File: src/rtl/tx_hdr_chksum_stage.sv
// TCP partial-checksum stage: ones'-complement sum over the IPv4 pseudo-header and the 20-byte TCP header.
// Optional feature macro TX_CHKSUM_OUT_FIFO_EN selects a 2-entry output FIFO instead of the HOLD register.
`ifndef IP_ADDR_W
`define IP_ADDR_W 32
`endif

package tx_chksum_pkg;
  localparam int FLOWID_W_DEF  = 8;
  localparam int PAYLOAD_BUF_W = 64;

  typedef struct packed {
    logic [15:0] src_port;
    logic [15:0] dst_port;
    logic [31:0] seq_num;
    logic [31:0] ack_num;
    logic [15:0] off_flags;
    logic [15:0] window;
    logic [15:0] chksum;
    logic [15:0] urg_ptr;
  } tcp_hdr_struct;

  typedef struct packed {
    logic [47:0] buf_addr;
    logic [15:0] payload_len;
  } payload_buf_struct;

  function automatic logic [15:0] get_payload_len(input payload_buf_struct p);
    return p.payload_len;
  endfunction
endpackage

module tx_hdr_chksum_stage #(
  parameter int FLOWID_W  = tx_chksum_pkg::FLOWID_W_DEF,
  parameter int TCP_HDR_W = 160
) (
  input  logic                                    clk,
  input  logic                                    rst_n,
  input  logic                                    src_chksum_tx_val,
  input  logic [FLOWID_W-1:0]                     src_chksum_tx_flowid,
  input  logic [`IP_ADDR_W-1:0]                   src_chksum_tx_src_ip,
  input  logic [`IP_ADDR_W-1:0]                   src_chksum_tx_dst_ip,
  input  logic [TCP_HDR_W-1:0]                    src_chksum_tx_tcp_hdr,
  input  logic [tx_chksum_pkg::PAYLOAD_BUF_W-1:0] src_chksum_tx_payload,
  output logic                                    chksum_src_tx_rdy,
  output logic                                    chksum_dst_tx_val,
  output logic [FLOWID_W-1:0]                     chksum_dst_tx_flowid,
  output logic [`IP_ADDR_W-1:0]                   chksum_dst_tx_src_ip,
  output logic [`IP_ADDR_W-1:0]                   chksum_dst_tx_dst_ip,
  output logic [TCP_HDR_W-1:0]                    chksum_dst_tx_tcp_hdr,
  output logic [tx_chksum_pkg::PAYLOAD_BUF_W-1:0] chksum_dst_tx_payload,
  input  logic                                    dst_chksum_tx_rdy
);
  localparam int PAY_W = tx_chksum_pkg::PAYLOAD_BUF_W;

  typedef enum logic [1:0] {IDLE, SUM, FOLD, HOLD} state_t;

  state_t                 state_q, state_d;
  logic                   rdy_q, rdy_d, accept;
  logic [19:0]            acc_q, pair_sum;
  logic [2:0]             k_q;
  logic [FLOWID_W-1:0]    flowid_q;
  logic [`IP_ADDR_W-1:0]  src_ip_q, dst_ip_q;
  logic [TCP_HDR_W-1:0]   hdr_q;
  logic [PAY_W-1:0]       pay_q;
  logic [15:0]            pay_len;
  logic [15:0][15:0]      words;
  logic [16:0]            fold_t;
  logic [15:0]            fold_s;

  assign chksum_src_tx_rdy = rdy_q;
  assign accept            = src_chksum_tx_val && rdy_q && (state_q == IDLE);
  assign pay_len           = tx_chksum_pkg::get_payload_len(pay_q);

  // Pseudo-header then header words, MSB first; the checksum word counts as zero.
  always_comb begin
    words    = '0;
    words[0] = src_ip_q[31:16];
    words[1] = src_ip_q[15:0];
    words[2] = dst_ip_q[31:16];
    words[3] = dst_ip_q[15:0];
    words[4] = 16'h0006;
    words[5] = 16'd20 + pay_len;
    for (int i = 0; i < 10; i++)
      words[6+i] = (i == 8) ? 16'h0000 : hdr_q[TCP_HDR_W-1-16*i -: 16];
  end

  assign pair_sum = {4'b0, words[{k_q, 1'b0}]} + {4'b0, words[{k_q, 1'b1}]};
  assign fold_t   = {1'b0, acc_q[15:0]} + {13'b0, acc_q[19:16]};
  assign fold_s   = fold_t[15:0] + {15'b0, fold_t[16]};

  always_comb begin
    state_d = state_q;
    case (state_q)
      IDLE: if (accept) state_d = SUM;
      SUM:  if (k_q == 3'd7) state_d = FOLD;
`ifdef TX_CHKSUM_OUT_FIFO_EN
      FOLD: state_d = IDLE;
`else
      FOLD: state_d = HOLD;
`endif
      HOLD: if (dst_chksum_tx_rdy) state_d = IDLE;
      default: state_d = IDLE;
    endcase
  end

  always_ff @(posedge clk or negedge rst_n) begin
    if (!rst_n) begin
      state_q  <= IDLE;
      rdy_q    <= 1'b0;
      acc_q    <= '0;
      k_q      <= '0;
      flowid_q <= '0;
      src_ip_q <= '0;
      dst_ip_q <= '0;
      hdr_q    <= '0;
      pay_q    <= '0;
    end else begin
      state_q <= state_d;
      rdy_q   <= rdy_d;
      case (state_q)
        IDLE: if (accept) begin
          flowid_q <= src_chksum_tx_flowid;
          src_ip_q <= src_chksum_tx_src_ip;
          dst_ip_q <= src_chksum_tx_dst_ip;
          hdr_q    <= src_chksum_tx_tcp_hdr;
          pay_q    <= src_chksum_tx_payload;
          acc_q    <= '0;
          k_q      <= '0;
        end
        SUM: begin
          acc_q <= acc_q + pair_sum;
          k_q   <= k_q + 3'd1;
        end
        FOLD: hdr_q[31:16] <= fold_s;
        default: ;
      endcase
    end
  end

`ifndef TX_CHKSUM_OUT_FIFO_EN
  logic val_q;

  assign rdy_d = (state_d == IDLE);

  always_ff @(posedge clk or negedge rst_n) begin
    if (!rst_n) val_q <= 1'b0;
    else        val_q <= (state_d == HOLD);
  end

  assign chksum_dst_tx_val     = val_q;
  assign chksum_dst_tx_flowid  = flowid_q;
  assign chksum_dst_tx_src_ip  = src_ip_q;
  assign chksum_dst_tx_dst_ip  = dst_ip_q;
  assign chksum_dst_tx_tcp_hdr = hdr_q;
  assign chksum_dst_tx_payload = pay_q;
`else
  logic [1:0]                 cnt_q, cnt_d;
  logic                       wr_ptr_q, rd_ptr_q, push, pop, val_q;
  logic [1:0][FLOWID_W-1:0]   f_flowid;
  logic [1:0][`IP_ADDR_W-1:0] f_src_ip, f_dst_ip;
  logic [1:0][TCP_HDR_W-1:0]  f_hdr;
  logic [1:0][PAY_W-1:0]      f_pay;

  assign push  = (state_q == FOLD);
  assign pop   = val_q && dst_chksum_tx_rdy;
  assign cnt_d = cnt_q + {1'b0, push} - {1'b0, pop};
  // Only IDLE may accept, so no descriptor is in flight when rdy is granted.
  assign rdy_d = (state_d == IDLE) && (cnt_d != 2'd2);

  always_ff @(posedge clk or negedge rst_n) begin
    if (!rst_n) begin
      cnt_q    <= '0;
      wr_ptr_q <= 1'b0;
      rd_ptr_q <= 1'b0;
      val_q    <= 1'b0;
      f_flowid <= '0;
      f_src_ip <= '0;
      f_dst_ip <= '0;
      f_hdr    <= '0;
      f_pay    <= '0;
    end else begin
      if (push) begin
        f_flowid[wr_ptr_q] <= flowid_q;
        f_src_ip[wr_ptr_q] <= src_ip_q;
        f_dst_ip[wr_ptr_q] <= dst_ip_q;
        f_hdr[wr_ptr_q]    <= {hdr_q[TCP_HDR_W-1:32], fold_s, hdr_q[15:0]};
        f_pay[wr_ptr_q]    <= pay_q;
        wr_ptr_q           <= ~wr_ptr_q;
      end
      if (pop) rd_ptr_q <= ~rd_ptr_q;
      cnt_q <= cnt_d;
      val_q <= (cnt_d != 2'd0);
    end
  end

  assign chksum_dst_tx_val     = val_q;
  assign chksum_dst_tx_flowid  = f_flowid[rd_ptr_q];
  assign chksum_dst_tx_src_ip  = f_src_ip[rd_ptr_q];
  assign chksum_dst_tx_dst_ip  = f_dst_ip[rd_ptr_q];
  assign chksum_dst_tx_tcp_hdr = f_hdr[rd_ptr_q];
  assign chksum_dst_tx_payload = f_pay[rd_ptr_q];
`endif

endmodule

File: config.mk
export PLATFORM = sky130hd
export DESIGN_NAME = tx_hdr_chksum_stage
export DESIGN_NICKNAME = d
export VERILOG_FILES = /design/src/rtl/tx_hdr_chksum_stage.sv
export SDC_FILE = /design/constraint.sdc
export NUM_CORES = 1
export LEC_CHECK = 0
export ABC_AREA = 1
export BUFFER_PORTS_ARGS = -buffer_cell sky130_fd_sc_hd__buf_2
export CAP_MARGIN = 20
export CORE_MARGIN = 2
export CORE_UTILIZATION = 25
export CTS_CLUSTER_DIAMETER = 30
export DETAILED_ROUTE_END_ITERATION = 10
export PLACE_DENSITY = 0.55
export SYNTH_ARGS = -nofsm -noshare
export SYNTH_HDL_FRONTEND = slang
export SYNTH_SLANG_ARGS = --single-unit
File: constraint.sdc
create_clock -name clk -period 3.3 [get_ports clk]
set_input_delay 0.33 -clock clk [delete_from_list [all_inputs] [get_ports clk]]
set_output_delay 0.33 -clock clk [all_outputs]
set_load 0.05 [all_outputs]
==> results summary <==
Across the whole layout, storage elements account for 8090 µm². Following the worst setup path forward leads to its endpoint at acc_q[15]. The final worst clock skew is 0.0450 ns. The final reports fail on negative setup slack. The number of ports placed on the die boundary came out at 598.

The run finished, with violations left. The count of endpoints failing setup in the final report is 15. The primary flip-flop cell chosen by synthesis mapping is dfrtp_1. The worst path in the final design needs a cycle of 3.52 ns, including I/O delays and setup.

The slew at the pin with the worst max-slew slack is 1.27 ns. The aggregate routed wire length came out at 76.7 mm. Setup repair after global routing could not meet its margin everywhere. The clock-pin slew reported for the worst setup and hold paths after clock tree synthesis is 0.04 ns. The number of remaining DRC errors is 0. The biggest area consumer among synthesized cells is dfrtp_1.

In the global route stage, overall resource usage came out at 22.6%. The unique cell type count in the Yosys netlist is 44. The effective utilization at floorplan is 25.2%.

No sink is reached through more buffers than the 3 on the longest clock path. The final layout net count is 3492. The synthesis-stage register bit count is 323.

The per-cell routed wire length is 18.8 µm. The area taken by multi-input logic gates is 7930 µm². The critical path launch point is k_q[0].

The count of input and output buffers came out at 597. The die span in y came out at 259 µm. The layout cell share with drive strength beyond 1 came out at 32.3%.

The weighted congestion at the end of routability-driven global placement is 0.902. The synthesis-to-layout area growth came out at 72.7%. The critical path in this run is classified as reg -> reg.

The kind of launch point of the worst setup path is a register. The number of levels the H-tree was split into came out at 3. The iteration count of the initial detailed-routing pass is 6. Counting every instance in the synthesized netlist gives 2113. In this run the mean area of a mapped cell was 7.67 µm². The placeable core region came out at 64200 µm². The timing-limited maximum frequency is 0.284 GHz. TritonCTS built the clock tree. Counting the fill cells in the layout gives 6272. The clock latency on the worst-skew pair came out at 0.65 ns.

The cell with the most instances after synthesis is nand2_1. The tightest hold path in the finished design has a slack of 0.0274 ns. The reported max-cap violation count is 0.

The Yosys warning count is 0. The total vias in the final route came out at 18400. In this run the critical register-to-register path is launched from k_q[0]. The cell row count is 93. After layout, the worst setup slack is -0.222 ns. Once detail routing completed, the nets flagged for antenna violations numbered 0.

For flop-to-flop paths, the worst setup slack is -0.22 ns. The width of the die came out at 259 µm. After global routing the overflow that remains totals 0. The sum of net half-perimeters after detailed placement came out at 56.6 mm. CTS placed an instance of clkbuf_16 at the clock tree root. The area share of the largest cell type after synthesis is 49.8%. The die footprint came out at 66900 µm².

The endpoint of the worst-slack reg-to-reg timing path is acc_q[15]. The length in cells of the worst reg-to-reg path came out at 20. The number of antenna violations at the first check in global routing is 9.

The arrival time of the worst setup path is 4.00 ns. The first global-routing pass estimated 115 mm of wire. The critical path required time is 3.78 ns.

The post-synthesis net count is 2456. The pin count of the biggest net entering global routing came out at 183. The count of flip-flops with a built-in enable after synthesis is 0.

The cell area after synthesis is 16200 µm². Dividing the final minimum period by the clock period gives 107%. The relative max-transition margin is 15.6%. The number of DRC markers in iteration 0 is 1263.

The hold violation total from the final report came out at 0. The clock sink total is 323. After synthesis, the cell types taking the most area are dfrtp_1, nand2_1, o21ai_0. The final-report max-slew violation count is 0. The tightest min-delay check is of the in -> reg type. Counting instances in the post-synthesis netlist gives the leading cell types as nand2_1, dfrtp_1, nor2_1. Clock tree synthesis inserted a total of 88 buffers. The fraction of registers with async set or reset after synthesis came out at 100%. In the routed layout, each cell is associated on average with a via count of 4.50.

The number of global-route vias before repair came out at 18700. STA classifies the critical path endpoint as a register. Of all nets on the critical path, the largest fanout is 8. The proportion of synthesized chip area in sequential cells is 49.8%.
[layer usage]
layer	wire, µm	global-route usage (%)
met4	1820	6.57
met2	35800	36.9
met5	38	0
met3	4290	4.08
met1	34800	30.5
[stage by stage]
| stage | utilization [%] | area, µm² | setup TNS [ns] | instances | setup slack, ns |
|---|---|---|---|---|---|
| floorplan | - | 16300 | 0 | 2113 | 0.000132 |
| global placement | 32.8 | 21000 | -7.01 | 3596 | -0.542 |
| detailed placement | 32.8 | 21000 | -7.70 | 3596 | -0.611 |
| CTS | 43.0 | 27600 | -1.79 | 4068 | -0.181 |
| global route | 43.6 | 28000 | -5.23 | 4080 | -0.425 |
| finish | 43.6 | 28000 | -2.35 | 4080 | -0.222 |
[sequential cells by signal (all words and copies together) (netlist names)]
| signal | cells |
|---|---|
| chksum_dst_tx_tcp_hdr | 160 |
| chksum_dst_tx_payload | 64 |
| chksum_dst_tx_dst_ip | 32 |
| chksum_dst_tx_src_ip | 32 |
| acc_q | 20 |
| chksum_dst_tx_flowid | 8 |
| k_q | 3 |
| state_q | 2 |
| chksum_dst_tx_val | 1 |
| chksum_src_tx_rdy | 1 |
[logic make-up after synthesis]
logic type	share of synthesized area, %
AND/OR/NAND/NOR	31.4
flip-flops	49.8
AO/OA/AOI/OAI	9.13
buffers and inverters	4.86
adder cells (fa/ha/maj)	4.15
XOR/XNOR	0.648
[placed cells by master (no fill, tap or decap), types with 10 or more instances in the layout]
cell / n
inv_2: 10
nand2_1: 1035
clkbuf_1: 14
clkinv_2: 16
ha_4: 14
clkbuf_16: 88
a21oi_1: 19
nand2_2: 20
buf_6: 12
nand3_1: 51
o21ai_0: 93
dlygate4sd3_1: 295
clkinvlp_4: 16
nor2_1: 123
buf_2: 596
ha_1: 11
nand4_1: 14
o211ai_1: 19
fa_1: 15
bufinv_16: 14
buf_4: 135
inv_1: 80
o21ai_1: 27
buf_12: 11
dfrtp_1: 316
[how the worst min path moves through the flow]
stage                                 start                       to  slack, ns  depth (start not counted)
floorplan                             rst_n                 acc_q[0]       0.03                          0
global placement                      rst_n  chksum_dst_tx_dst_ip[6]       0.34                          1
detailed placement                    rst_n  chksum_dst_tx_dst_ip[6]       0.34                          1
CTS                 src_chksum_tx_src_ip[0]  chksum_dst_tx_src_ip[0]      0.002                          3
global route        src_chksum_tx_src_ip[0]  chksum_dst_tx_src_ip[0]      0.009                          3
finish              src_chksum_tx_src_ip[0]  chksum_dst_tx_src_ip[0]       0.03                          3
[area by class of cell]
class / instances / area share, %
Clock buffer: 107 / 8.30
Sequential cell: 323 / 28.9
Tap cell: 855 / 3.82
Timing Repair Buffer: 1053 / 26.3
Multi-Input combinational cell: 1589 / 28.3
Clock inverter: 55 / 2.98
Inverter: 94 / 1.31
Antenna cell: 4 / 0.0358
[critical path: stages, from the launching register on]
cell and delay (ns):
dfrtp_4 0.55, buf_12 0.16, nor2_4 0.20, buf_8 0.18
nand2_1 0.06, o21ai_1 0.08, o21ai_1 0.07, inv_1 0.12
fa_1 0.47, ha_4 0.19, fa_2 0.35, nand2_2 0.07
inv_2 0.05, a21oi_4 0.17, o21ai_2 0.09, buf_4 0.14
buf_6 0.11, nand4_1 0.10, nand3_1 0.09, nand2_1 0.08
o22ai_2 0.07
[timing repair]
action	CTS	global route
endpoints found under the hold margin	353	0
hold buffers	295	0
resized for setup	100	54
setup buffers	16	8
pin swaps	34	33
endpoints found under the setup margin	16	22
Power is not shown: default switching activity piles up to over one toggle a cycle in this logic, so the estimate is an artifact.
